<file path="config.mk">
export PLATFORM = sky130hd
export DESIGN_NAME = counter_10k_ctrl
export DESIGN_NICKNAME = d
export VERILOG_FILES = /design/src/rtl/counter_pkg.sv /design/src/rtl/tick_gen.sv /design/src/rtl/counter_10k_ctrl.sv
export SDC_FILE = /design/constraint.sdc
export NUM_CORES = 1
export LEC_CHECK = 0
export CORE_UTILIZATION = 45
export CTS_BUF_LIST = sky130_fd_sc_hd__clkbuf_16
export DETAILED_ROUTE_END_ITERATION = 8
export GPL_ROUTABILITY_DRIVEN = 0
export GPL_TIMING_DRIVEN = 0
export PLACE_DENSITY = 0.62
export SLEW_MARGIN = 30
export SYNTH_ARGS = -nofsm -noshare
export SYNTH_HDL_FRONTEND = slang
export SYNTH_HIERARCHICAL = 1
export SYNTH_SLANG_ARGS = --single-unit
</file>
<file path="constraint.sdc">
create_clock -name clk -period 4.1 [get_ports clk]
set_input_delay 0.82 -clock clk [delete_from_list [all_inputs] [get_ports clk]]
set_output_delay 0.82 -clock clk [all_outputs]
set_load 0.05 [all_outputs]
</file>
<file path="src/rtl/counter_pkg.sv">
// Shared types and constants for the 0..9999 counter controller:
// count width/typedef, default limit, ASCII command bytes, FSM states.
package counter_pkg;

  localparam int CNT_W         = 14;
  localparam int MAX_COUNT_DEF = 9999;

  typedef logic [CNT_W-1:0] count_t;

  typedef enum logic {
    IDLE = 1'b0,
    EXEC = 1'b1
  } state_t;

  typedef enum logic [1:0] {
    OP_NONE,
    OP_RUN,
    OP_CLR,
    OP_MODE
  } op_t;

  localparam logic [7:0] CMD_RUN_U  = 8'h52;  // 'R'
  localparam logic [7:0] CMD_RUN_L  = 8'h72;  // 'r'
  localparam logic [7:0] CMD_CLR_U  = 8'h43;  // 'C'
  localparam logic [7:0] CMD_CLR_L  = 8'h63;  // 'c'
  localparam logic [7:0] CMD_MODE_U = 8'h4D;  // 'M'
  localparam logic [7:0] CMD_MODE_L = 8'h6D;  // 'm'

  // Map a command byte to an operation; unknown bytes become OP_NONE.
  function automatic op_t decode_cmd(input logic [7:0] b);
    case (b)
      CMD_RUN_U,  CMD_RUN_L:  decode_cmd = OP_RUN;
      CMD_CLR_U,  CMD_CLR_L:  decode_cmd = OP_CLR;
      CMD_MODE_U, CMD_MODE_L: decode_cmd = OP_MODE;
      default:                decode_cmd = OP_NONE;
    endcase
  endfunction

endpackage

</file>
<file path="src/rtl/tick_gen.sv">
// Prescaler: counts 0..TICK_COUNT-1 while en, holds while !en, and
// flags tick during the terminal cycle before reloading 0. clr wins.
module tick_gen #(
  parameter int TICK_COUNT = 10_000_000
) (
  input  logic clk,
  input  logic rst,
  input  logic en,
  input  logic clr,
  output logic tick
);

  localparam int PW = (TICK_COUNT > 1) ? $clog2(TICK_COUNT) : 1;
  localparam logic [PW-1:0] LAST = PW'(TICK_COUNT - 1);

  logic [PW-1:0] cnt_q, cnt_d;

  // Next prescaler value and terminal-count tick.
  always_comb begin
    tick  = en && (cnt_q == LAST);
    cnt_d = cnt_q;
    if (clr)       cnt_d = '0;
    else if (tick) cnt_d = '0;
    else if (en)   cnt_d = cnt_q + 1'b1;
  end

  // Prescaler register with synchronous reset.
  always_ff @(posedge clk) begin
    if (rst) cnt_q <= '0;
    else     cnt_q <= cnt_d;
  end

endmodule

</file>
<file path="src/rtl/counter_10k_ctrl.sv">
// UART-commanded 0..MAX_COUNT up/down counter. A two-state FSM accepts one
// ASCII command byte (IDLE) and applies it in the following cycle (EXEC).
// Build option: define COUNTER_SATURATE_EN to saturate at the limits and
// stop running instead of wrapping; ports are the same either way.
module counter_10k_ctrl
  import counter_pkg::*;
#(
  parameter int TICK_COUNT = 10_000_000,
  parameter int MAX_COUNT  = MAX_COUNT_DEF
) (
  input  logic              clk,
  input  logic              rst,
  input  logic [7:0]        cmd_data,
  input  logic              cmd_valid,
  output logic              cmd_ready,
  output logic [CNT_W-1:0]  counter,
  output logic              run,
  output logic              mode,
  output logic              wrap
);

  localparam count_t MAX_C = count_t'(MAX_COUNT);

  state_t     state_q, state_d;
  logic [7:0] cmd_q, cmd_d;
  count_t     counter_q, counter_d;
  logic       run_q, run_d;
  logic       mode_q, mode_d;
  logic       wrap_q, wrap_d;

  op_t  op;
  logic clr_exec;
  logic tick;
  logic sat_stop;

  assign op       = (state_q == EXEC) ? decode_cmd(cmd_q) : OP_NONE;
  assign clr_exec = (op == OP_CLR);

  tick_gen #(.TICK_COUNT(TICK_COUNT)) u_tick_gen (
    .clk  (clk),
    .rst  (rst),
    .en   (run_q),
    .clr  (clr_exec),
    .tick (tick)
  );

  // Command FSM: latch the byte on accept, spend exactly one cycle in EXEC.
  always_comb begin
    state_d   = state_q;
    cmd_d     = cmd_q;
    cmd_ready = (state_q == IDLE);
    case (state_q)
      IDLE: if (cmd_valid) begin
        cmd_d   = cmd_data;
        state_d = EXEC;
      end
      EXEC:    state_d = IDLE;
      default: state_d = IDLE;
    endcase
  end

  // Count update on tick (using pre-toggle mode), then command effects;
  // a clear in the same cycle as a tick discards the tick.
  always_comb begin
    counter_d = counter_q;
    run_d     = run_q;
    mode_d    = mode_q;
    wrap_d    = 1'b0;
    sat_stop  = 1'b0;
    if (tick && !clr_exec) begin
      if (!mode_q) begin
        if (counter_q >= MAX_C) begin
`ifdef COUNTER_SATURATE_EN
          counter_d = MAX_C;
          sat_stop  = 1'b1;
`else
          counter_d = '0;
`endif
          wrap_d = 1'b1;
        end else begin
          counter_d = counter_q + 1'b1;
        end
      end else begin
        if (counter_q == '0) begin
`ifdef COUNTER_SATURATE_EN
          counter_d = '0;
          sat_stop  = 1'b1;
`else
          counter_d = MAX_C;
`endif
          wrap_d = 1'b1;
        end else if (counter_q > MAX_C) begin
          counter_d = MAX_C;
        end else begin
          counter_d = counter_q - 1'b1;
        end
      end
    end
    case (op)
      OP_RUN:  run_d     = ~run_q;
      OP_CLR:  counter_d = '0;
      OP_MODE: mode_d    = ~mode_q;
      default: ;
    endcase
    if (sat_stop) run_d = 1'b0;
  end

  // State registers; reset overrides any pending command or tick.
  always_ff @(posedge clk) begin
    if (rst) begin
      state_q   <= IDLE;
      cmd_q     <= '0;
      counter_q <= '0;
      run_q     <= 1'b0;
      mode_q    <= 1'b0;
      wrap_q    <= 1'b0;
    end else begin
      state_q   <= state_d;
      cmd_q     <= cmd_d;
      counter_q <= counter_d;
      run_q     <= run_d;
      mode_q    <= mode_d;
      wrap_q    <= wrap_d;
    end
  end

  assign counter = counter_q;
  assign run     = run_q;
  assign mode    = mode_q;
  assign wrap    = wrap_q;

endmodule

</file>
# Word-level counts from Yosys, hierarchy flattened
# Cells that the tools add are included.
[word_totals] reg_bits=50 inputBits=11 output_inout_bits=18
[classes] reduce_logical=11 bitwise=4 muxes=11 n_eq_ne=10 add_sub_neg=3 order_cmp=2
[op_table] operator="2-to-1 mux 14 bit" n=4
[op_table] operator="equality test 8 x 7 -> 1 bit (second input constant)" n=6
[op_table] operator="adder 24 x 1 -> 24 bit (second input constant)" n=1
[op_table] operator="equality test 24 bit (second input constant)" n=1
[op_table] operator="adder 14 x 1 -> 14 bit (second input constant)" n=1
[op_table] operator=">= comparator 14 bit (second input constant)" n=1
[op_table] operator="> comparator 14 bit (second input constant)" n=1
[op_table] operator="zero test 14 bit" n=1
[op_table] operator="subtractor 14 x 1 -> 14 bit (second input constant)" n=1
[op_table] operator="OR reduction 2 bit" n=5
[op_table] operator="one-hot mux 2 bit (3 select lines)" n=1
[op_table] operator="equality test 2 bit (second input constant)" n=2
[op_table] operator="2-to-1 mux 1 bit" n=4
[op_table] operator="NOT 1 bit" n=4
[op_table] operator="OR reduction 3 bit" n=1
[op_table] operator="equality test 2 x 1 -> 1 bit (second input constant)" n=1
[op_table] operator="logical AND 1 bit" n=2
[op_table] operator="2-to-1 mux 2 bit" n=1
[op_table] operator="one-hot mux 1 bit (2 select lines)" n=1
[op_table] operator="AND reduction 2 bit" n=1
[op_table] operator="zero test 1 bit" n=1

# Logic depth before layout (Yosys ltp)
[logic_depth] word_depth=9 mapped_depth=9

# Cells and area by module
# The synthesis kept the hierarchy.
[by_module_without_submodules] mod="counter_10k_ctrl" cells_per_inst=230 instances=1 area_each_um2=1776.7
[by_module_without_submodules] mod="tick_gen" cells_per_inst=135 instances=1 area_each_um2=1197.4

# Least setup slack after synthesis
# No wires, ideal clock.
[synth_path] path_type="flip-flop to flip-flop" start="register counter_q[0] (netlist: counter[0])" end="register counter_q[12] (netlist: counter[12])" path_buffers=1 t_required_ns=3.970 stages_incl_launch_ff=9 t_arrival_ns=2.325 path_slack_ns=1.645 cell_sequence="dfxtp_1 > clkbuf_1 > inv_1 > ha_1 > or3b_2 > o41ai_4 > nor2_2 > a221oi_2 > a2111oi_0"
[synth_via] elab_chain_len=4 elab_cells_between_ends=9 classes_between="2 x add/sub; 2 x order compare; 4 x mux; 1 x reduce/logical"
[synth_rtl] item="start, declared" line_no="counter_10k_ctrl.sv:26" rtl="count_t counter_q, counter_d;"
[synth_rtl] item="start signal, assigned" line_no="counter_10k_ctrl.sv:120" rtl="counter_q <= counter_d;"
[synth_rtl] item="subtractor 14 x 1 -> 14 bit / > comparator 14 bit (equally long branches)" line_no="counter_10k_ctrl.sv:95, counter_10k_ctrl.sv:92"
[synth_rtl] item="2-to-1 mux 14 bit" line_no="counter_10k_ctrl.sv:92" rtl="end else if (counter_q > MAX_C) begin"
[synth_rtl] item="2-to-1 mux 14 bit" line_no="counter_10k_ctrl.sv:84" rtl="if (counter_q == '0) begin"
[synth_rtl] item="2-to-1 mux 14 bit *" line_no="counter_10k_ctrl.sv:71" rtl="if (!mode_q) begin"
# Mark *: on every way between the ends. The rest lies on a longest branch, timed or not.
# A chain may end at the register's enable or synchronous reset.

# Worst setup path in the final report
# Ends and elaborated chain as after synthesis.

==> run metrics <==
CP Launch Type flip-flop; biggest fanout along the worst timing path 8; category of the critical setup timing path flip-flop to flip-flop; GRT Total Usage 0.2262; Bufs on Longest Clock Path 2; cts bufs inserted 5; Synth warnings 6; synthesized area per cell 8.148 sq um; layout cells sized above 1 0.1153; netlist area before placement 0.002974 sq mm; Post-DP Area 0.003341 sq mm; clock tree from TritonCTS yes; worst hold path class flip-flop to flip-flop; Final Total Pwr 0.0009194 W; fin crit share 0.6336; Distinct cells, synth 56; most used flip-flop cell after synthesis sky130_fd_sc_hd__dfxtp_1; Max stage delay on crit path 0.57 ns; cell breakdown of the critical path clkbuf_1 > inv_1 > ha_1 > or3b_2 > o41ai_4 > nor2_2 > a221oi_2 > a2111oi_0; most crowded layer after global routing met2; clock slew seen by the registers of the worst setup and hold paths 0.07 ns; initial DRC count 244; Total Routed Length 7480 um; via count normalized by instance count 6.074; proportion of power drawn by flip-flops and latches 0.525; P_int 0.0007168 W; Initial Utilization 0.4684; skew final 0.006181 ns; maximum operating frequency 384.9 MHz; vias in the first global route 2596; met2 GRT Util 0.3450; Resized Gates After CTS 0; final-report setup violation count 0; CP Buf/Inv Count 2; critical path endpoint category flip-flop; area grow syn2layout 16.91%; pin count of the biggest net entering global routing 15; final max-slew violation count 0; number of logic stages on the critical path including buffering 8; highest-count cells in the layout ignoring fill and taps sky130_fd_sc_hd__dfxtp_1 (49), sky130_fd_sc_hd__nand2_1 (32), sky130_fd_sc_hd__clkdlybuf4s50_1 (27), sky130_fd_sc_hd__o21ai_0 (23); run status complete, no violations; max-capacitance violation count 0; combined area of the multi-input logic cells 0.001819 sq mm; number of antenna-violating nets in the routed design 0; EDFF count, synth 0; normalized max-slew margin 0.4674; Worst-Skew Late Latency 0.29 ns; Yosys reg bits 49; maximum level of the CTS H-tree 2; met3 capacity usage during global routing 0.03280; count of hold-fix buffers inserted at cts 0; sequential cell area in the final layout 980.9 sq um; relative contribution of combinational cells to total power 0.038; unrepaired setup endpoints after global routing false; reg2reg path depth 8; number of antenna violations at the first check in global routing 0; fraction of met1 tracks used by global routing 0.3255; core area 0.006350 sq mm; Vias 2891; clk root buf sky130_fd_sc_hd__clkbuf_16; total iterations of the first detailed-routing run 5; hold-critical path depth 2; postcts setup bufs 0; fin area 0.003477 sq mm; total grt overflow 0; final routed wire length divided by cell count 15.71 um; Total Neg Setup Slack 0 ns; Placement Rows 29; first-pass GRT wire length 12850 um; net switching share of the total power 0.2204; CP required 4.27 ns; FFs w/ async S/R, synth 0; num ports 29; Clock Sinks 49; clock network power share 0.436; PortBufs 27; family of cells with the greatest summed delay on the critical path compound AO/OA/AOI/OAI gates; post-route DRC violation count 0; number of diodes added for antenna fixing 0; worst-path cell with the longest stage delay sky130_fd_sc_hd__or3b_2; LEAKAGE 1.228 nW; Total Nets Final 413; post-detailed-placement half-perimeter wirelength 5315 um; fillcell total 582; Psw 0.0002026 W; Synthesized Nets 379; most frequent standard cell in the layout excluding fill and tap cells sky130_fd_sc_hd__dfxtp_1; number of cells produced by synthesis 365; arrival time of data at the critical path endpoint 2.76 ns; DIE AREA 0.006938 sq mm; maximum ir drop on the vdd rail 215.8 uV; power density normalized to cell area 264.4 mW/mm^2; Worst-Margin Slew 0.7928 ns; vertical die dimension 83.30 um; share of synthesized area occupied by flip-flops and latches 0.3298; Final Hold Violating Endpoints 0; die extent in x 83.30 um; time the final worst path needs with I/O delays and setup 2.598 ns
synth_stat cells (all sizes together), types with 8 or more instances:
cell | n | area (sq um)
a21oi | 23 | 118.9
buf | 19 | 121.4
clkbuf | 8 | 30.03
dfxtp | 49 | 980.9
nand2 | 34 | 142.6
nand3 | 10 | 50.05
nand4 | 14 | 87.58
nor2 | 23 | 88.84
nor3 | 14 | 70.07
nor4 | 16 | 121.4
o21ai | 26 | 130.1
o31ai | 9 | 81.33
or3 | 11 | 73.82
or4 | 8 | 63.81
xnor2 | 9 | 78.83
xor2 | 15 | 131.4
registers in the layout, summed over array words and instances, names as in the netlist:
signal,count
u_tick_gen/cnt_q,24
counter,14
cmd_q,7
mode,1
run,1
state_q,1
wrap,1
power groups by stage:
stage	clock network, W	registers (W)	logic, W
4_1_cts	0.000410	0.000483	0.0000353
2_1_floorplan	0	0.000493	0.0000196
6_report	0.000401	0.000483	0.0000349
3_3_place_gp	0	0.000494	0.0000352
3_5_place_dp	0	0.000494	0.0000353
5_1_grt	0.000428	0.000484	0.0000392
cells by family (layout without fill, tap and decap cells):
group / after synthesis / in the layout / share of synthesized area
xor gates and xnor gates: 24 / 24 / 0.07068
AOI/OAI and AO/OA: 90 / 90 / 0.2019
muxes: 4 / 4 / 0.01388
buffers and inverters: 33 / 67 / 0.05847
and+or+nand+nor: 162 / 162 / 0.3126
DFF: 49 / 49 / 0.3298
adders and majority gates: 3 / 3 / 0.01262
cell type report:
cell class | count | share of cell area
Sequential cell | 49 | 0.2821
Clock inverter | 2 | 0.003239
Clock buffer | 5 | 0.03598
Multi-Input combinational cell | 283 | 0.5232
Inverter | 6 | 0.006477
Timing Repair Buffer | 27 | 0.07773
Buffer | 27 | 0.04354
Tap cell | 77 | 0.02771
layer usage:
layer	wire length [um]	up-vias
met5	0	-
met3	435	12
met4	106	0
met1	3661	1329
li1	-	1430
met2	3275	120
worst paths after layout:
| path | startpoint | slack (ns) | to |
|---|---|---|---|
| setup reg to reg | counter[0]$_SDFFE_PP0P_ | 1.50 | counter[12]$_SDFFE_PP0P_ |
| hold reg to reg | cmd_q[7]$_SDFFE_PP0P_ | 0.46 | cmd_q[7]$_SDFFE_PP0P_ |
| setup / recovery | counter[0]$_SDFFE_PP0P_ | 1.50 | counter[12]$_SDFFE_PP0P_ |
| hold / removal | cmd_q[7]$_SDFFE_PP0P_ | 0.46 | cmd_q[7]$_SDFFE_PP0P_ |
worst reg2reg max path, stage by stage (launching register included):
cell,delay (ns)
sky130_fd_sc_hd__dfxtp_1,0.33
sky130_fd_sc_hd__clkbuf_1,0.20
sky130_fd_sc_hd__inv_1,0.17
sky130_fd_sc_hd__ha_1,0.23
sky130_fd_sc_hd__or3b_2,0.57
sky130_fd_sc_hd__o41ai_4,0.51
sky130_fd_sc_hd__nor2_2,0.15
sky130_fd_sc_hd__a221oi_2,0.23
sky130_fd_sc_hd__a2111oi_0,0.09
per-stage QoR:
| step | instances | setup WS [ns] | util | hold WS [ns] |
|---|---|---|---|---|
| 2_1_floorplan | 365 | 1.645 | - | 0.4311 |
| 3_3_place_gp | 469 | 1.516 | 0.5261 | 0.4445 |
| 3_5_place_dp | 469 | 1.555 | 0.5261 | 0.4457 |
| 4_1_cts | 476 | 1.532 | 0.5476 | 0.4546 |
| 5_1_grt | 476 | 1.330 | 0.5476 | 0.4736 |
| 6_report | 476 | 1.502 | 0.5476 | 0.4553 |
(Power assumes the default switching activity.)
